### config.mk
export PLATFORM = sky130hd
export DESIGN_NAME = fetch
export DESIGN_NICKNAME = d
export VERILOG_FILES = /design/src/rtl/fetch.sv
export SDC_FILE = /design/constraint.sdc
export NUM_CORES = 1
export LEC_CHECK = 0
export CORE_MARGIN = 8
export CORE_UTILIZATION = 50
export CTS_CLUSTER_SIZE = 14
export DETAILED_ROUTE_END_ITERATION = 10
export GPL_ROUTABILITY_DRIVEN = 0
export PLACE_DENSITY_LB_ADDON = 0.2
export SLEW_MARGIN = 15
export SYNTH_ARGS = -nofsm -noshare
export SYNTH_HDL_FRONTEND = slang
export SYNTH_SLANG_ARGS = --single-unit
### constraint.sdc
create_clock -name clk -period 4.5 [get_ports clk]
set_clock_uncertainty 0.1 [all_clocks]
set_input_delay 0.675 -clock clk [delete_from_list [all_inputs] [get_ports clk]]
set_output_delay 0.675 -clock clk [all_outputs]
set_load 0.05 [all_outputs]
### src/rtl/fetch.sv
// Instruction fetch: credit-limited request stream, in-order response FIFO, redirect with drain.
// Optional same-cycle response bypass to decode is enabled by defining FETCH_BYPASS_EN.
module fetch #(
  parameter logic [31:0] RESET_PC  = 32'h0000_0000,
  parameter int          BUF_DEPTH = 4
) (
  input  logic        clk,
  input  logic        reset,
  input  logic        redirect_valid,
  input  logic [31:0] redirect_pc,
  output logic        imem_req_valid,
  input  logic        imem_req_ready,
  output logic [31:0] imem_req_addr,
  input  logic        imem_rsp_valid,
  input  logic [31:0] imem_rsp_data,
  output logic        instr_valid_de0,
  output logic [31:0] instr_de0,
  output logic [31:0] pc_de0,
  input  logic        stall_de0
);

  localparam int AW = $clog2(BUF_DEPTH);
  localparam int CW = AW + 1;
  localparam logic [CW:0] DEPTH_C = (CW+1)'(BUF_DEPTH);

  localparam logic [1:0] S_IDLE  = 2'd0;
  localparam logic [1:0] S_FETCH = 2'd1;
  localparam logic [1:0] S_DRAIN = 2'd2;

  logic [1:0]    state_q, state_d;
  logic [31:0]   pc_q, pc_d;
  logic [31:0]   rsp_pc_q, rsp_pc_d;
  logic [CW-1:0] outst_q, outst_d;
  logic [CW-1:0] discard_q, discard_d;
  logic [CW-1:0] count_q, count_d;
  logic [AW-1:0] rd_ptr_q, rd_ptr_d;
  logic [AW-1:0] wr_ptr_q, wr_ptr_d;
  logic [63:0]   buf_q [BUF_DEPTH];

  logic [CW:0]   credit_used;
  logic [CW-1:0] redir_discard;
  logic [31:0]   redirect_pc_al;
  logic          fifo_empty;
  logic          req_accept;
  logic          rsp_ret;
  logic          rsp_kept;
  logic          push;
  logic          pop;
  logic          unused_bits;

  assign unused_bits    = ^redirect_pc[1:0];
  assign redirect_pc_al = {redirect_pc[31:2], 2'b00};
  assign fifo_empty     = (count_q == '0);
  assign credit_used    = {1'b0, count_q} + {1'b0, outst_q};

  assign imem_req_valid = (state_q == S_FETCH) && !redirect_valid && (credit_used < DEPTH_C);
  assign imem_req_addr  = pc_q;
  assign req_accept     = imem_req_valid && imem_req_ready;

  // A response only retires outstanding work if something is actually in flight.
  assign rsp_ret        = imem_rsp_valid && (outst_q != '0);
  assign rsp_kept       = (state_q == S_FETCH) && imem_rsp_valid && !redirect_valid;
  assign redir_discard  = rsp_ret ? (outst_q - 1'b1) : outst_q;

`ifdef FETCH_BYPASS_EN
  logic bypass_hit;
  assign bypass_hit      = rsp_kept && fifo_empty;
  assign instr_valid_de0 = (!fifo_empty || bypass_hit) && !redirect_valid;
  assign instr_de0       = bypass_hit ? imem_rsp_data : buf_q[rd_ptr_q][31:0];
  assign pc_de0          = bypass_hit ? rsp_pc_q : buf_q[rd_ptr_q][63:32];
  assign pop             = instr_valid_de0 && !stall_de0 && !fifo_empty;
  // A bypassed word consumed by decode never enters the buffer.
  assign push            = rsp_kept && !(bypass_hit && !stall_de0);
`else
  assign instr_valid_de0 = !fifo_empty && !redirect_valid;
  assign instr_de0       = buf_q[rd_ptr_q][31:0];
  assign pc_de0          = buf_q[rd_ptr_q][63:32];
  assign pop             = instr_valid_de0 && !stall_de0;
  assign push            = rsp_kept;
`endif

  always_comb begin
    state_d   = state_q;
    pc_d      = pc_q;
    rsp_pc_d  = rsp_pc_q;
    outst_d   = outst_q;
    discard_d = discard_q;
    count_d   = count_q;
    rd_ptr_d  = rd_ptr_q;
    wr_ptr_d  = wr_ptr_q;

    case ({req_accept, rsp_ret})
      2'b10:   outst_d = outst_q + 1'b1;
      2'b01:   outst_d = outst_q - 1'b1;
      default: outst_d = outst_q;
    endcase

    if (req_accept) pc_d = pc_q + 32'd4;
    if (rsp_kept)   rsp_pc_d = rsp_pc_q + 32'd4;
    if (push)       wr_ptr_d = wr_ptr_q + 1'b1;
    if (pop)        rd_ptr_d = rd_ptr_q + 1'b1;

    case ({push, pop})
      2'b10:   count_d = count_q + 1'b1;
      2'b01:   count_d = count_q - 1'b1;
      default: count_d = count_q;
    endcase

    case (state_q)
      S_IDLE:  state_d = S_FETCH;
      S_DRAIN: begin
        if (imem_rsp_valid && (discard_q != '0)) begin
          discard_d = discard_q - 1'b1;
          if (discard_q == CW'(1)) state_d = S_FETCH;
        end
      end
      default: state_d = state_q;
    endcase

    // Redirect overrides everything; a later redirect simply restarts the drain count.
    if (redirect_valid) begin
      pc_d      = redirect_pc_al;
      rsp_pc_d  = redirect_pc_al;
      count_d   = '0;
      rd_ptr_d  = '0;
      wr_ptr_d  = '0;
      discard_d = redir_discard;
      state_d   = (redir_discard != '0) ? S_DRAIN : S_FETCH;
    end
  end

  always_ff @(posedge clk) begin
    if (reset) begin
      state_q   <= S_IDLE;
      pc_q      <= {RESET_PC[31:2], 2'b00};
      rsp_pc_q  <= {RESET_PC[31:2], 2'b00};
      outst_q   <= '0;
      discard_q <= '0;
      count_q   <= '0;
      rd_ptr_q  <= '0;
      wr_ptr_q  <= '0;
    end else begin
      state_q   <= state_d;
      pc_q      <= pc_d;
      rsp_pc_q  <= rsp_pc_d;
      outst_q   <= outst_d;
      discard_q <= discard_d;
      count_q   <= count_d;
      rd_ptr_q  <= rd_ptr_d;
      wr_ptr_q  <= wr_ptr_d;
    end
  end

  // Buffer storage carries no reset; occupancy alone says what is valid.
  always_ff @(posedge clk) begin
    if (push) buf_q[wr_ptr_q] <= {rsp_pc_q, imem_rsp_data};
  end

endmodule

# [After elaboration in Yosys (flattened, before gate mapping)]
# Memories as Yosys holds them, arrays and structs flattened. A register that Yosys moved wholly into a read port is not among the register bits.
# Index checks and enable logic that the tools add are counted.
[word_totals] wordCells=77 mem_count=1 register_bits=79 romBits=0 ramBits=256 latch_bits=0 inputBits=70 out_inout_bits=98
[op_classes] addsub=10 n_mux=19 reduce_logical=27 eq_ne=9 bitwise_logic=0 div=0 multipliers=0 n_lt_le_gt_ge=1 shift=0
[mem_list] name="buf_q" depth=4 word_bits=64 rd=1 rd_ports_with_merged_regs=1 wr=1 line="38" source="logic [63:0] buf_q [BUF_DEPTH];"
[op_table] op="32-bit two-way mux" count=4
[op_table] op="32-bit by 3-bit adder with 32-bit output (second input constant)" count=2
[op_table] op="2-bit two-way mux" count=6
[op_table] op="3-bit two-way mux" count=4
[op_table] op="3-bit one-hot mux with 2 select lines" count=2
[op_table] op="2-bit nonzero test" count=6
[op_table] op="3-bit nonzero test" count=4
[op_table] op="1-bit logical AND" count=9
[op_table] op="3-bit by 1-bit subtractor with 3-bit output (second input constant)" count=3
[op_table] op="3-bit by 1-bit adder with 3-bit output (second input constant)" count=2
[op_table] op="2-bit by 1-bit == test with 1-bit output (second input constant)" count=3
[op_table] op="2-bit == test (second input constant)" count=3
[op_table] op="3-bit inequality test (second input constant)" count=2
[op_table] op="2-bit by 1-bit adder with 2-bit output (second input constant)" count=2
[op_table] op="3-bit by 3-bit adder with 4-bit output" count=1
[op_table] op="4-bit by 3-bit less-than comparator with 1-bit output (second input constant)" count=1
[op_table] op="2-bit one-hot mux with 2 select lines" count=1
[op_table] op="3-bit by 1-bit == test with 1-bit output (second input constant)" count=1
[op_table] op="1-bit logical NOT" count=3
[op_table] op="3-bit logical NOT" count=1
[op_table] op="3-bit AND reduction" count=1
[op_table] op="2-bit logical NOT" count=1
[op_table] op="1-bit two-way mux" count=2
[op_table] op="2-bit AND reduction" count=1
[op_table] op="2-bit OR reduction" count=1

# [Logic depth before layout (Yosys ltp)]
# Gate-level depths: netlist of the first run.
[logic_depth] ltp_word=6 depth_mapped=11 depth_no_buf=9

# [Worst setup path before layout of the first run]
# No wires, ideal clock.
[synth_timing] path_type="input-to-reg" from="in redirect_valid" to="mem buf_q[0][0] (enable)" arrival_ps=2851 slack_ps=1122 required_time_ps=3973 setup_ps=427 n_path_buf=2 cell_stages=4 cell_sequence="clkinv_1 > clkbuf_1 > clkbuf_1 > and3_1"
[synth_between] elab_chain_cells=4
[synth_lines] element="from (decl)" line="9" source="input logic redirect_valid,"
[synth_lines] element="1-bit logical NOT" line="62" source="assign rsp_kept = (state_q == S_FETCH) && imem_rsp_valid && !redirect_valid;"
[synth_lines] element="1-bit logical AND" line="62"
[synth_lines] element="1-bit two-way mux" line="156" source="if (push) buf_q[wr_ptr_q] <= {rsp_pc_q, imem_rsp_data};"
[synth_lines] element="1-bit two-way mux (implied by the code)" line="156"
[synth_lines] element="to (decl)" line="38"
# Every way passes these cells.

==> impl_metrics.json, run 1 <==
{
  "outcome": "completed",
  "viasPerCell": 5.72,
  "critPathKind": "reg2out",
  "relSlewSlack": 0.469,
  "cts_max_path_buffers": 3,
  "numCtsBuffers": 34,
  "area_growth_pct": 22.9,
  "final.setup.tns_ns": 0,
  "num_rows": 59,
  "synth_cell_types": 62,
  "wl_mm": 28.7,
  "netSwitchingFraction": 0.255,
  "syn_avg_cell_area_sq_um": 15.1,
  "chipWidth_microns": 179,
  "die_h_microns": 179,
  "p_leak_nw": 5.25,
  "core_area_sq_mm": 0.0261,
  "report.final.slew_viol_count": 0,
  "tightest_slew_ns": 0.794,
  "n_antenna_cell": 0,
  "path_clk_slew_ns": 0.06,
  "ys_ff_latch": 325,
  "whs_endpoint": "wr_ptr_q[0]$_SDFFE_PP0P_",
  "period_needed_ns": 3.67,
  "grt_max_degree": 68,
  "power_frac_seq": 0.505,
  "p_switching_mw": 1.75,
  "p_clk_frac": 0.364,
  "instances_no_fill": 1414,
  "yosys_warnings": 0,
  "critical_path_required_ns": 3.72,
  "setup_violations": 0,
  "grtUsageTotal": 0.179,
  "clock_sinks": 325,
  "hold_class": "reg2reg",
  "crit_path_end_kind": "primary output",
  "yosysTopAreaCell": "edfxtp_1",
  "htreeDepth": 2,
  "rr_worst_depth": 8,
  "num_io_pins": 168,
  "place_hpwl_mm": 19.0,
  "ys_seq_area_frac": 0.674,
  "timing.final.crit_share": 0.815,
  "synth_top_area_share": 0.558,
  "antenna_found_initial": 0,
  "cts_hold_buf": 0,
  "portBuffers": 161,
  "post_cts_resized": 0,
  "cap_violations": 0,
  "grt.overflow.total": 0,
  "yosys-top-cells-area": "edfxtp_1, dfxtp_1, mux4_2",
  "grt_pass1_vias": 8016,
  "cts_tree": "built",
  "synthFlopType": "edfxtp_1",
  "p_per_area_mw_per_mm2": 419,
  "crit_arrival_ns": 2.89,
  "fmax_mhz": 273,
  "via_count": 8092,
  "peakVddDrop_v": 0.000261,
  "drc": 0,
  "routedWlPerCell_microns": 20.3,
  "grt_pass1_wl_mm": 44.4,
  "r2r_slack_ns": 1.67,
  "holdPathStages": 2,
  "firstDrtPassIters": 5,
  "rsz0062_at_grt": "false",
  "hp-start": "wr_ptr_q[0]$_SDFFE_PP0P_",
  "dieArea_sq_mm": 0.0322,
  "synth-edff-count": 248,
  "fin_nets": 1142,
  "clk_latency_ns": 0.50,
  "drt_iter0_drc": 543,
  "r2r_start": "outst_q[2]$_SDFFE_PP0P_",
  "pwr-share-comb": 0.131,
  "start_kind": "register",
  "ant_nets": 0,
  "async_flop_share": 0,
  "syn_area_sq_mm": 0.0133,
  "r2r_end": "outst_q[2]$_SDFFE_PP0P_",
  "drive_above_1_share": 0.140,
  "cts_setup_buffers": 0,
  "worstPathMaxFanout": 31,
  "dpl.cell_count": 1354,
  "hold_viol": 0,
  "clockRootBuffer": "clkbuf_16",
  "start_util": 0.510,
  "syn_inst": 883,
  "intPower_mw": 5.12
}
-- through the flow --
stage / power, mW / hold WS (ns) / instance area, sq um / setup slack (ns) / util
5_1_grt: 7.15 / 0.442 / 16400 / 0.639 / 0.627
2_1_floorplan: 4.10 / 0.366 / 13400 / 1.12 / -
3_5_place_dp: 4.44 / 0.398 / 15400 / 1.10 / 0.589
6_report: 6.87 / 0.405 / 16400 / 0.835 / 0.627
4_1_cts: 6.95 / 0.406 / 16400 / 0.714 / 0.627
3_3_place_gp: 4.43 / 0.388 / 15400 / 1.14 / 0.589
-- cell usage in the layout (no fill, tap or decap), drive strengths merged, types with 2 or more instances in the layout --
cell / n
o31ai: 2
ha: 16
dfxtp: 77
nand3: 22
mux2i: 2
xor2: 7
o31a: 2
inv: 24
nand2: 67
o311ai: 2
a21boi: 8
nand4: 19
or4: 2
o211ai: 4
a211oi: 17
conb: 4
nor2: 53
a21oi: 33
nand3b: 3
nor2b: 3
and3: 11
a31oi: 14
and4: 6
clkinv: 15
mux2: 6
xnor2: 29
nor4: 14
or3: 10
a41oi: 2
mux4: 62
o21ai: 27
clkdlybuf4s50: 159
nor3: 21
buf: 20
edfxtp: 248
clkbuf: 43
a311oi: 7
and2: 3
-- cell families after synthesis --
family | after synthesis | share of synthesized area
mux | 70 | 0.111
other cells | 1 | 0.000281
compound gates | 124 | 0.0591
simple gates | 241 | 0.0936
flops | 325 | 0.674
xor+xnor | 36 | 0.0236
buf+inv | 69 | 0.0218
fa+ha+maj | 17 | 0.0165
-- synth_stat cells (all sizes together) (3+ instances only) --
library cell / count
a211oi: 17
a21boi: 8
a21oi: 33
a311oi: 7
a31oi: 14
and2: 3
and3: 11
and4: 6
buf: 16
clkbuf: 30
dfxtp: 77
edfxtp: 248
ha: 16
inv: 22
mux2: 6
mux4: 62
nand2: 67
nand3: 22
nand3b: 3
nand4: 19
nor2: 53
nor2b: 3
nor3: 21
nor4: 14
o211ai: 4
o21ai: 27
or3: 10
xnor2: 29
xor2: 7
-- layout make-up --
class / instances / area, sq um
Clock buffer: 43 / 895
Clock inverter: 17 / 100
Fill cell: 1985 / 9740
Inverter: 23 / 86.3
Multi-Input combinational cell: 492 / 4080
Sequential cell: 325 / 8990
Tap cell: 335 / 419
Timing Repair Buffer: 179 / 1830
-- worst max path at each step --
stage | end | cells after the start | startpoint
floorplan | buf_q[0][0]$_DFFE_PP_ | 4 | redirect_valid
global placement | outst_q[2]$_SDFFE_PP0P_ | 8 | redirect_valid
detailed placement | outst_q[2]$_SDFFE_PP0P_ | 8 | redirect_valid
CTS | pc_de0[9] | 3 | register
global route | pc_de0[9] | 3 | register
finish | pc_de0[9] | 3 | register
-- power by group through the flow --
stage / Combinational, mW / Clock [mW] / Sequential, mW
3_5_place_dp: 0.905 / 0 / 3.53
5_1_grt: 0.969 / 2.69 / 3.49
6_report: 0.901 / 2.50 / 3.47
2_1_floorplan: 0.539 / 0 / 3.57
4_1_cts: 0.909 / 2.57 / 3.47
3_3_place_gp: 0.899 / 0 / 3.53
-- metal layers --
metal / up-vias / GRT usage / share of wire
li1: 3784 / - / -
met2: 259 / 0.283 / 0.46
met5: - / 0 / 0
met3: 42 / 0.0451 / 0.072
met4: 0 / 0.0482 / 0.021
met1: 4007 / 0.246 / 0.45
-- registers in the layout (all words and copies together), names as in the netlist, named ones only --
signal	count
count_q	3
buf_q	248
wr_ptr_q	2
outst_q	3
rsp_pc_q	30
rd_ptr_q	2
state_q	2
imem_req_addr	30
discard_q	3
-- worst max-delay path: stages (launching register included) --
cell	delay, ns
dfxtp_4	0.77
buf_4	0.35
mux4_2	0.51
clkdlybuf4s50_1	0.73
No activity file was read; power rests on OpenSTA's default activity.
==> inputs of run 2 (changes only) <==
- clock period: 4.5 -> 3.3 ns (I/O delays scaled with it)
==> run 2 against run 1 <==
  * Via count is 1.4% higher
  * Power rose by 44%
  * Global-route usage grew 0.44 points
  * Non-clock buffer count increased by 10
  * Hold slack worse by 0.072 ns
  * Clock-buffer cell count up 6
  * Final cell count grew 0.99%
  * Setup slack got worse by 0.69 ns
  * Critical endpoint is now pc_de0[28]
==> impl_metrics.json, run 2 (same netlist as run 1, synthesis figures left out) <==
{
  "outcome": "completed",
  "r2r_start": "outst_q[2]$_SDFFE_PP0P_",
  "die_h_microns": 179,
  "total_power_mw": 9.91,
  "dieArea_sq_mm": 0.0322,
  "crit_arrival_ns": 2.56,
  "drt_iter0_drc": 600,
  "relSlewSlack": 0.515,
  "p_per_area_mw_per_mm2": 594,
  "ant_nets": 0,
  "fill_cells": 1970,
  "grt.overflow.total": 0,
  "r2r_slack_ns": 0.73,
  "place_hpwl_mm": 19.2,
  "grt_pass1_vias": 8343,
  "rr_worst_depth": 7,
  "power_frac_seq": 0.477,
  "critPathKind": "reg2out",
  "largest_register": "buf_q",
  "final.setup.tns_ns": 0,
  "hold_class": "in2reg",
  "path_clk_slew_ns": 0.06,
  "worstPathMaxFanout": 18,
  "numCtsBuffers": 35,
  "n_antenna_cell": 0,
  "chipWidth_microns": 179,
  "layout_commonest_cell": "edfxtp_1",
  "post_cts_resized": 0,
  "routedWlPerCell_microns": 20.6,
  "cts_tree": "built",
  "crit_path_end": "pc_de0[28]",
  "hold_viol": 0,
  "timing.final.crit_share": 0.955,
  "period_needed_ns": 3.15,
  "clk_latency_ns": 0.51,
  "p_switching_mw": 2.44,
  "start_kind": "register",
  "drc": 0,
  "intPower_mw": 7.47,
  "setup_violations": 0,
  "holdPathStages": 3,
  "p_leak_nw": 5.39,
  "antenna_found_initial": 0,
  "largest_reg_flops": 248,
  "num_io_pins": 168,
  "netSwitchingFraction": 0.247,
  "portBuffers": 161,
  "clockRootBuffer": "clkbuf_16",
  "cap_violations": 0,
  "firstDrtPassIters": 5,
  "fmax_mhz": 317,
  "core_area_sq_mm": 0.0261,
  "tightest_slew_ns": 0.720,
  "p_clk_frac": 0.395,
  "pwr-share-comb": 0.128,
  "grt_pass1_wl_mm": 45.8,
  "num_rows": 59,
  "via_count": 8204,
  "rsz0062_at_grt": "false",
  "report.final.slew_viol_count": 0,
  "area_growth_pct": 25.1,
  "cts_hold_buf": 0,
  "fin_nets": 1153,
  "grt_max_degree": 59,
  "r2r_end": "outst_q[2]$_SDFFE_PP0P_",
  "critical_path_required_ns": 2.70,
  "crit_path_end_kind": "primary output",
  "grtUsageTotal": 0.184,
  "peakVddDrop_v": 0.000327,
  "start_util": 0.510,
  "cts_max_path_buffers": 3,
  "drive_above_1_share": 0.152,
  "final_cell_mix": "edfxtp_1, clkdlybuf4s50_1, dfxtp_1, nand2_1, mux4_2",
  "cts_setup_buffers": 0,
  "viasPerCell": 5.75,
  "wl_mm": 29.4,
  "htreeDepth": 2,
  "clock_sinks": 325
}
## run 2: cell count changes in the layout (fill, tap and decap cells not counted), sizes merged
cell,before,now
bufinv,0,4
clkbuf,43,49
clkinvlp,1,0
inv,24,26
clkdlybuf4s50,159,158
clkinv,15,8
buf,20,31
## run 2: per-stage QoR
stage | instances | area, sq um | utilization | worst slack (ns) | hold WS (ns)
4_1_cts | 1428 | 16700 | 0.639 | 0.0835 | 0.324
3_5_place_dp | 1364 | 15500 | 0.594 | 0.389 | 0.394
6_report | 1428 | 16700 | 0.639 | 0.149 | 0.334
2_1_floorplan | 886 | 13400 | - | 0.102 | 0.366
3_3_place_gp | 1364 | 15500 | 0.594 | 0.455 | 0.382
5_1_grt | 1428 | 16700 | 0.639 | 0.0501 | 0.351
## run 2: cell type report
cell class	instances	area (sq um)	area share
Multi-Input combinational cell	492	4080	0.244
Sequential cell	325	8990	0.539
Clock buffer	49	978	0.0586
Tap cell	335	419	0.0251
Inverter	23	86.3	0.00517
Timing Repair Buffer	189	1950	0.117
Clock inverter	15	185	0.0111
## run 2: how the worst min path moves through the flow
stage	slack (ns)	startpoint	to
after floorplan	0.37	wr_ptr_q[0]$_SDFFE_PP0P_	wr_ptr_q[0]$_SDFFE_PP0P_
after CTS	0.32	reset	state_q[0]$_SDFFE_PP0P_
after global placement	0.38	wr_ptr_q[1]$_SDFFE_PP0P_	wr_ptr_q[1]$_SDFFE_PP0P_
after global routing	0.35	reset	state_q[0]$_SDFFE_PP0P_
final	0.33	reset	state_q[0]$_SDFFE_PP0P_
after detailed placement	0.39	wr_ptr_q[0]$_SDFFE_PP0P_	wr_ptr_q[0]$_SDFFE_PP0P_
## run 2: worst max-delay path: stages, from the launching register on
cell	delay, ns
dfxtp_4	0.50
buf_12	0.24
mux4_2	0.53
clkdlybuf4s50_1	0.76
## run 2: metal layers
layer / GRT usage / up-vias / part of all wire
met3: 0.0465 / 44 / 0.077
met5: 0 / - / 0
met2: 0.290 / 264 / 0.46
met1: 0.252 / 4088 / 0.44
li1: - / 3808 / -
met4: 0.0493 / 0 / 0.018
## run 2: power by group through the flow
stage	Sequential [mW]	Combinational, mW	Clock (mW)
after global routing	4.76	1.36	4.15
after CTS	4.73	1.28	4.00
after global placement	4.81	1.26	0
final	4.73	1.27	3.91
after floorplan	4.86	0.736	0
after detailed placement	4.82	1.27	0
